`config.mk`:
```
export PLATFORM = sky130hd
export DESIGN_NAME = systolic_pe_v3
export DESIGN_NICKNAME = d
export VERILOG_FILES = /design/src/rtl/systolic_pe_v3.sv
export SDC_FILE = /design/constraint.sdc
export NUM_CORES = 1
export LEC_CHECK = 0
export CAP_MARGIN = 25
export CORE_AREA = 5 5 153 155
export CTS_BUF_LIST = sky130_fd_sc_hd__clkbuf_4
export DETAILED_ROUTE_END_ITERATION = 12
export DIE_AREA = 0 0 158 160
export PLACE_DENSITY = 0.74
export REMOVE_ABC_BUFFERS = 1
export SYNTH_ARGS = -nofsm -noshare
export SYNTH_HDL_FRONTEND = slang
export SYNTH_SLANG_ARGS = --single-unit
```
`constraint.sdc`:
```
create_clock -name clk -period 6.75 [get_ports clk]
set_clock_uncertainty 0.15 [all_clocks]
set_input_delay 1.35 -clock clk [delete_from_list [all_inputs] [get_ports clk]]
set_output_delay 1.35 -clock clk [all_outputs]
set_load 0.01 [all_outputs]
```
`src/rtl/systolic_pe_v3.sv`:
```
// Weight-stationary systolic PE: double-buffered weight, registered act/psum forwarding, MAC counter.
// Latency: act, psum and weight chain each 1 cycle; a swap takes effect on the MAC after the swap edge.
// Backpressure: none; every valid beat is accepted. Optional saturation via SYSTOLIC_PE_SAT_EN.
module systolic_pe_v3 #(
  parameter int BW_ACT  = 8,
  parameter int BW_WET  = 8,
  parameter int BW_ACCU = 32,
  parameter int BW_CNT  = 16
) (
  input  logic                      clk,
  input  logic                      reset_n,
  input  logic signed [BW_ACT-1:0]  act_in,
  input  logic                      act_valid_in,
  output logic signed [BW_ACT-1:0]  act_out,
  output logic                      act_valid_out,
  input  logic signed [BW_ACCU-1:0] psum_in,
  output logic signed [BW_ACCU-1:0] psum_out,
  input  logic signed [BW_WET-1:0]  wet_in,
  input  logic                      wet_shift_en,
  output logic signed [BW_WET-1:0]  wet_out,
  input  logic                      wet_swap,
  input  logic                      clear_weight,
  input  logic                      bypass_en,
  output logic [BW_CNT-1:0]         mac_count
);

  localparam int BW_PROD = BW_ACT + BW_WET;
  localparam logic [BW_CNT-1:0] CNT_MAX = '1;

  // The accumulator must hold a full-precision product.
  generate
    if (BW_ACCU < BW_PROD) begin : g_bad_accu_width
      $error("systolic_pe_v3: BW_ACCU must be >= BW_ACT + BW_WET");
    end
  endgenerate

  logic signed [BW_WET-1:0]  shadow_w;
  logic signed [BW_WET-1:0]  active_w;
  logic signed [BW_PROD-1:0] prod;
  logic signed [BW_ACCU-1:0] prod_ext;
  logic signed [BW_ACCU-1:0] mac_res;

  assign wet_out = shadow_w;

`ifdef SYSTOLIC_PE_SAT_EN
  logic signed [BW_ACCU:0] sum_ext;

  // Multiply-add with one guard bit; clamp when the guard and sign bits disagree.
  always_comb begin
    prod     = BW_PROD'(act_in) * BW_PROD'(active_w);
    prod_ext = BW_ACCU'(prod);
    sum_ext  = (BW_ACCU+1)'(psum_in) + (BW_ACCU+1)'(prod_ext);
    mac_res  = sum_ext[BW_ACCU-1:0];
    if (sum_ext[BW_ACCU] != sum_ext[BW_ACCU-1]) begin
      mac_res = sum_ext[BW_ACCU] ? {1'b1, {(BW_ACCU-1){1'b0}}}
                                 : {1'b0, {(BW_ACCU-1){1'b1}}};
    end
  end
`else
  // Multiply-add wrapping modulo 2^BW_ACCU.
  always_comb begin
    prod     = BW_PROD'(act_in) * BW_PROD'(active_w);
    prod_ext = BW_ACCU'(prod);
    mac_res  = psum_in + prod_ext;
  end
`endif

  // Weight double buffer: clear wins; swap captures the pre-edge shadow.
  always_ff @(posedge clk or negedge reset_n) begin
    if (!reset_n) begin
      shadow_w <= '0;
      active_w <= '0;
    end else if (clear_weight) begin
      shadow_w <= '0;
      active_w <= '0;
    end else begin
      if (wet_shift_en) shadow_w <= wet_in;
      if (wet_swap)     active_w <= shadow_w;
    end
  end

  // Activation/partial-sum forwarding; outputs hold on idle beats.
  always_ff @(posedge clk or negedge reset_n) begin
    if (!reset_n) begin
      act_out       <= '0;
      act_valid_out <= 1'b0;
      psum_out      <= '0;
    end else begin
      act_valid_out <= act_valid_in;
      if (act_valid_in) begin
        act_out  <= act_in;
        psum_out <= bypass_en ? psum_in : mac_res;
      end
    end
  end

  // MAC counter for the current active weight, saturating; swap/clear restart it.
  always_ff @(posedge clk or negedge reset_n) begin
    if (!reset_n) begin
      mac_count <= '0;
    end else if (clear_weight || wet_swap) begin
      mac_count <= '0;
    end else if (act_valid_in && !bypass_en && (mac_count != CNT_MAX)) begin
      mac_count <= mac_count + 1'b1;
    end
  end

endmodule

```
==> metrics <==
die width 158 um; Clock Sink Count 73; CTS tree yes; Post-synth EDFFs 0; first-pass GRT wire length 36.3 mm; mean post-synth cell area ~10 um^2; Least-Margin Pin Slew 0.635 ns; port buffer count 119; Most used DFF post-synth dfrtp_1; average wire per cell in the routed design 16.4 um; Die Y 160 um; fin nets roughly 1300; DRC 0; initial antenna violation count 1; total CTS buffers 9; sequential area share after synthesis between 20% and 30%; highest ir drop seen on vdd 101 uV; RD Place Congestion 0.927; synthesized area 8540 um^2; clock transition at the registers of the reported paths 0.16 ns; clk_lat worst skew 0.46 ns; CP Launch Type input pin; Slew Limit Fails 0; Tmin final 6.45 ns; Arrival @ worst endpoint roughly 6.7 ns; FMAX 155 MHz; status finished clean; drt pass-1 iters 4; M3 GR Usage 3.09%; power density cells 166 nW/um^2; met2 usage 30.3%; Core Area 21700 um^2; Final period util 95.6%; Yosys warnings 0; CTS Buffer Depth 2; max-capacitance violation count 0; Overflow after GRT 0; CTS root buf clkbuf_4; hold slack 0.363 ns; Final Hold Fails 0; post-synth top area share 31.9%; Synth cell types 50; die area 25300 um^2; Tot GR Track Use 18.0%; Antenna Nets Post-Route 0; pin count of the biggest net entering global routing 45; FP Rows 54; num ports 120; met1 Use GR a little under a quarter; ratio of cells with drive above 1 in the final layout 12.3%; Starting Density roughly two fifths; RSZ-0062 raised after global routing no; Synth area leader fa_1; crit-path max FO 6; Iter 0 DRT Violations 313; critical path class input pin to register; vias in the first global route a little over 7000; worst min path class register to register; H-tree level count 3; Core Util, Final approximately 50%; routed wire length 21.7 mm; hold-fix buffer count after cts 0; post-CTS setup buffers 0; Vias/cell around 5.0; Worst EP required 6.98 ns; area grow syn2layout 27.1%; Mapped Cells 840; detailed-route via count roughly 6600; Critical Path End Type register; global route hottest layer met2; final setup TNS 0 ns; leakage 5.31 nW; #FFs+latches synth 73; Synth area leaders fa_1 (32%), dfrtp_1 (21%), ha_1 (10%); setup violators final 0; CTS resizes 0; asr flop ratio synth 100%; HPWL after detailed placement 17.8 mm; slew margin rel. 57.7%
==> final timing paths <==
kind | start | endpoint | slack (ns) | depth (start not counted)
max in group asynchronous | reset_n | mac_count[13] | 4.85 | 2
min in group asynchronous | reset_n | psum_out[6] | 0.63 | 1
worst max register to register | active_w[0] | psum_out[24] | 1.06 | 19
worst max-delay path | act_in[3] | psum_out[31] | 0.30 | 17
worst min-delay path | psum_out[31] | psum_out[31] | 0.36 | 2
worst min register to register | psum_out[31] | psum_out[31] | 0.36 | 2
==> synth_stat cells (7+ instances only) <==
cell      number
nand4_1        7
xor2_1        25
nor2b_1        9
a21oi_1       53
mux2i_1       30
nand2_1       59
mux2_2        10
ha_1          71
dfrtp_1       73
clkbuf_1      23
o21ai_0       21
and2_1        34
fa_1         136
nand3_1       22
inv_1        103
a21o_1         8
xnor2_1       18
nor2_1        73
==> logic make-up after synthesis <==
group	synth area share, %
multiplexers	4.84
XOR/XNOR	4.41
AND/OR/NAND/NOR	12.7
AO/OA/AOI/OAI	8.59
buffers and inverters	5.73
flip-flops	21.4
adder cells (fa/ha/maj)	42.3
==> power breakdown <==
part / leakage [nW] / internal [W] / switching [W]
Sequential: 0.913 / 0.000487 / 0.0000317
Clock: 0.0550 / 0.0000802 / 0.000198
Combinational: 4.34 / 0.000505 / 0.000497
==> cells in the final DEF (no fill, tap or decap), drive strengths merged, types with 2 or more instances in the layout <==
master and count:
fa 136, buf 93, clkdlybuf4s50 115, a21oi 54, and4 3, nand2 59, or3 2, nor2b 9
nand3 22, o221ai 5, inv 104, mux2 10, o21a 6, clkinvlp 4, mux2i 30, xnor2 18
a21o 8, a41oi 2, nor4 3, dfrtp 73, ha 71, o21ai 23, and3 5, nor2 74
a221oi 2, xor2 25, nand2b 5, nand4 7, o311ai 2, a31oi 3, o211ai 3, a211o 4
and2 34, clkbuf 10
==> cell type report <==
class / count / area (um^2)
sequential: 73 / 1830
fill: 2006 / 10800
tap: 280 / 350
timing repair buffer: 209 / 1930
clock buffer: 10 / 75.1
clock inverter: 6 / 43.8
antenna: 1 / 2.50
inverter: 103 / 387
multi-input combinational: 637 / 6230
==> layer usage <==
metal  wire length, um  part of all wire (%)
met1              9380                    43
met3              1030                   4.8
met2             10800                    50
met5                 0                     0
met4               421                   1.9
==> worst max-delay path, stage by stage <==
cell,delay (ns)
clkdlybuf4s50_1,0.62
nand2_1,0.13
fa_1,0.51
fa_1,0.49
inv_1,0.06
fa_1,0.51
fa_1,0.57
fa_1,0.42
ha_1,0.33
a21o_1,0.17
a21oi_1,0.22
a21oi_1,0.15
o211ai_1,0.30
nand3_1,0.16
a221oi_1,0.36
mux2i_1,0.23
nand3_1,0.09
==> registers in the layout, summed over array words and instances (netlist names) <==
| signal | count |
|---|---|
| wet_out | 8 |
| psum_out | 32 |
| active_w | 8 |
| act_valid_out | 1 |
| mac_count | 16 |
| act_out | 8 |
==> per-stage QoR <==
step	instances	setup WS (ns)	cell area (um^2)	power [W]
after CTS	1318	0.265	10800	0.00183
final	1319	0.300	10900	0.00180
after global routing	1319	0.0863	10900	0.00196
after floorplan	813	-0.277	8440	0.00107
after global placement	1302	-0.188	10700	0.00151
after detailed placement	1302	-0.272	10700	0.00153
No activity file was read; power rests on OpenSTA's default activity.
==> RTL edit: new RTL, config.mk and constraints unchanged <==
`BW_WET`: 8 -> 9.
--- a/src/rtl/systolic_pe_v3.sv
+++ b/src/rtl/systolic_pe_v3.sv
@@ -3,7 +3,7 @@
 // Backpressure: none; every valid beat is accepted. Optional saturation via SYSTOLIC_PE_SAT_EN.
 module systolic_pe_v3 #(
   parameter int BW_ACT  = 8,
-  parameter int BW_WET  = 8,
+  parameter int BW_WET  = 9,
   parameter int BW_ACCU = 32,
   parameter int BW_CNT  = 16
 ) (
Ports: changed (resized wet_in and wet_out); port bits go from 120 to 122. No check against the original RTL was run, so the function may have changed too.
==> RTL edit against the unedited design <==
- via count down 1.6%
- worst setup slack worse by 66 ps
- final cell count fell by 0.53%
- wire length shrank 2.1%
- total power increased by 34%
- sequential cell count rose by 2
- final area is 0.25% higher
- critical path type unchanged
- largest power group unchanged
- highest routed layer is now met5
- area after synthesis increased by 1.1%
==> RTL edit: results <==
# TYPE chip_impl_metric gauge
chip_impl_info{name="status",value="finished, final reports clean"} 1
chip_impl_info{name="hp-start",value="psum_out[20]$_DFFE_PN0P_"} 1
chip_impl_metric{name="avgViaCountPerCell",unit=""} 4.976
chip_impl_info{name="cp_slowest_cell",value="fa_1"} 1
chip_impl_metric{name="wirelength",unit="mm"} 21.23
chip_impl_metric{name="arrival_time_of_the_worst_setup_path",unit="ps"} 6720
chip_impl_metric{name="pin_count_of_the_biggest_net_entering_global_routing",unit=""} 76
chip_impl_info{name="worst_r2r_endpoint",value="psum_out[30]$_DFFE_PN0P_"} 1
chip_impl_metric{name="dp_worst_setup_slack",unit="ps"} -399.0
chip_impl_metric{name="register_area",unit="µm²"} 1877
chip_impl_metric{name="placement.io_buffers",unit=""} 121
chip_impl_metric{name="route.met2.wl",unit="mm"} 10.82
chip_impl_metric{name="num-nonclk-buffers",unit=""} 202
chip_impl_metric{name="drt_iter0_drc",unit=""} 288
chip_impl_metric{name="met3_wirelength",unit="mm"} 1.014
chip_impl_metric{name="gp_congestion",unit=""} 0.8718
chip_impl_metric{name="grt_usage",unit="%"} 17.60
chip_impl_metric{name="slew_headroom",unit="%"} 34.87
chip_impl_metric{name="buf_share",unit="%"} 17.37
chip_impl_metric{name="grt_pass1_wl",unit="mm"} 35.77
chip_impl_metric{name="cellInternalPower",unit="mW"} 1.405
chip_impl_metric{name="wirelength_met1",unit="mm"} 9.080
chip_impl_metric{name="numPlacedInstances",unit=""} 1295
chip_impl_metric{name="multi_input_area_share",unit="%"} 57.50
chip_impl_metric{name="use_met1",unit="%"} 22.86
chip_impl_metric{name="hold-path-cell-count",unit=""} 1
chip_impl_metric{name="clkbuf_count",unit=""} 11
chip_impl_metric{name="hpwlAfterDp",unit="mm"} 17.10
chip_impl_info{name="synthTopCellsByArea",value="fa_1 (32%), dfrtp_1 (22%), ha_1 (10%)"} 1
chip_impl_metric{name="critical_path_peak_fanout",unit=""} 4
chip_impl_metric{name="synthesis.area_per_instance",unit="µm²"} 10.27
chip_impl_metric{name="vias_in_the_first_global_route",unit=""} 7209
chip_impl_metric{name="yosysUniqueCellTypes",unit=""} 55
chip_impl_info{name="worst_hold_path.endpoint",value="psum_out[20]$_DFFE_PN0P_"} 1
chip_impl_metric{name="multi_input_gates",unit=""} 636
chip_impl_metric{name="critical-path-max-stage-delay",unit="ps"} 570
chip_impl_metric{name="drive_gt1_share",unit="%"} 12.02
chip_impl_metric{name="power_leakage",unit="nW"} 5.278
RTL edit: changes by cell type in the layout (fill, tap and decap cells not counted), moves of 10 or more:
cell / change
o21ai_1: +10
nor2_1: +11
o21ai_0: -10
nand3_1: -12
a31oi_1: +11
xor2_1: -11
RTL edit: logic make-up (layout without fill, tap and decap cells):
kind of cell,Yosys count,after routing,synth area share [%]
simple gates,231,231,12.82
fa+ha+maj,210,210,42.53
buf+inv,129,321,5.784
compound gates,121,121,9.003
flops,75,75,21.75
xor+xnor,40,40,4.059
mux,34,34,4.059
RTL edit: how the worst max path moves through the flow:
stage / from / end / slack [ps] / depth (start not counted)
final: act_in[7] / psum_out[30]$_DFFE_PN0P_ / 230 / 20
after floorplan: act_in[0] / psum_out[31]$_DFFE_PN0P_ / -110 / 18
after CTS: act_in[0] / psum_out[29]$_DFFE_PN0P_ / 140 / 21
after global placement: act_in[0] / psum_out[29]$_DFFE_PN0P_ / -330 / 21
after detailed placement: act_in[0] / psum_out[29]$_DFFE_PN0P_ / -400 / 21
after global routing: act_in[7] / psum_out[29]$_DFFE_PN0P_ / 8 / 22
RTL edit: stage by stage:
step	total power [mW]	hold slack (ps)	cell area, µm²	util, %
2_1_floorplan	1.500	366.4	8518	-
3_3_place_gp	2.105	313.3	10720	49.42
3_5_place_dp	2.142	324.6	10720	49.42
4_1_cts	2.453	358.8	10840	49.97
5_1_grt	2.646	396.2	10880	50.16
6_report	2.416	350.7	10880	50.16
RTL edit: power groups by stage:
stage | Combinational [mW] | Clock, mW | Sequential [mW]
floorplan | 0.900 | 0 | 0.599
detailed placement | 1.56 | 0 | 0.579
CTS | 1.58 | 0.303 | 0.572
finish | 1.56 | 0.283 | 0.571
global route | 1.75 | 0.318 | 0.582
global placement | 1.53 | 0 | 0.578
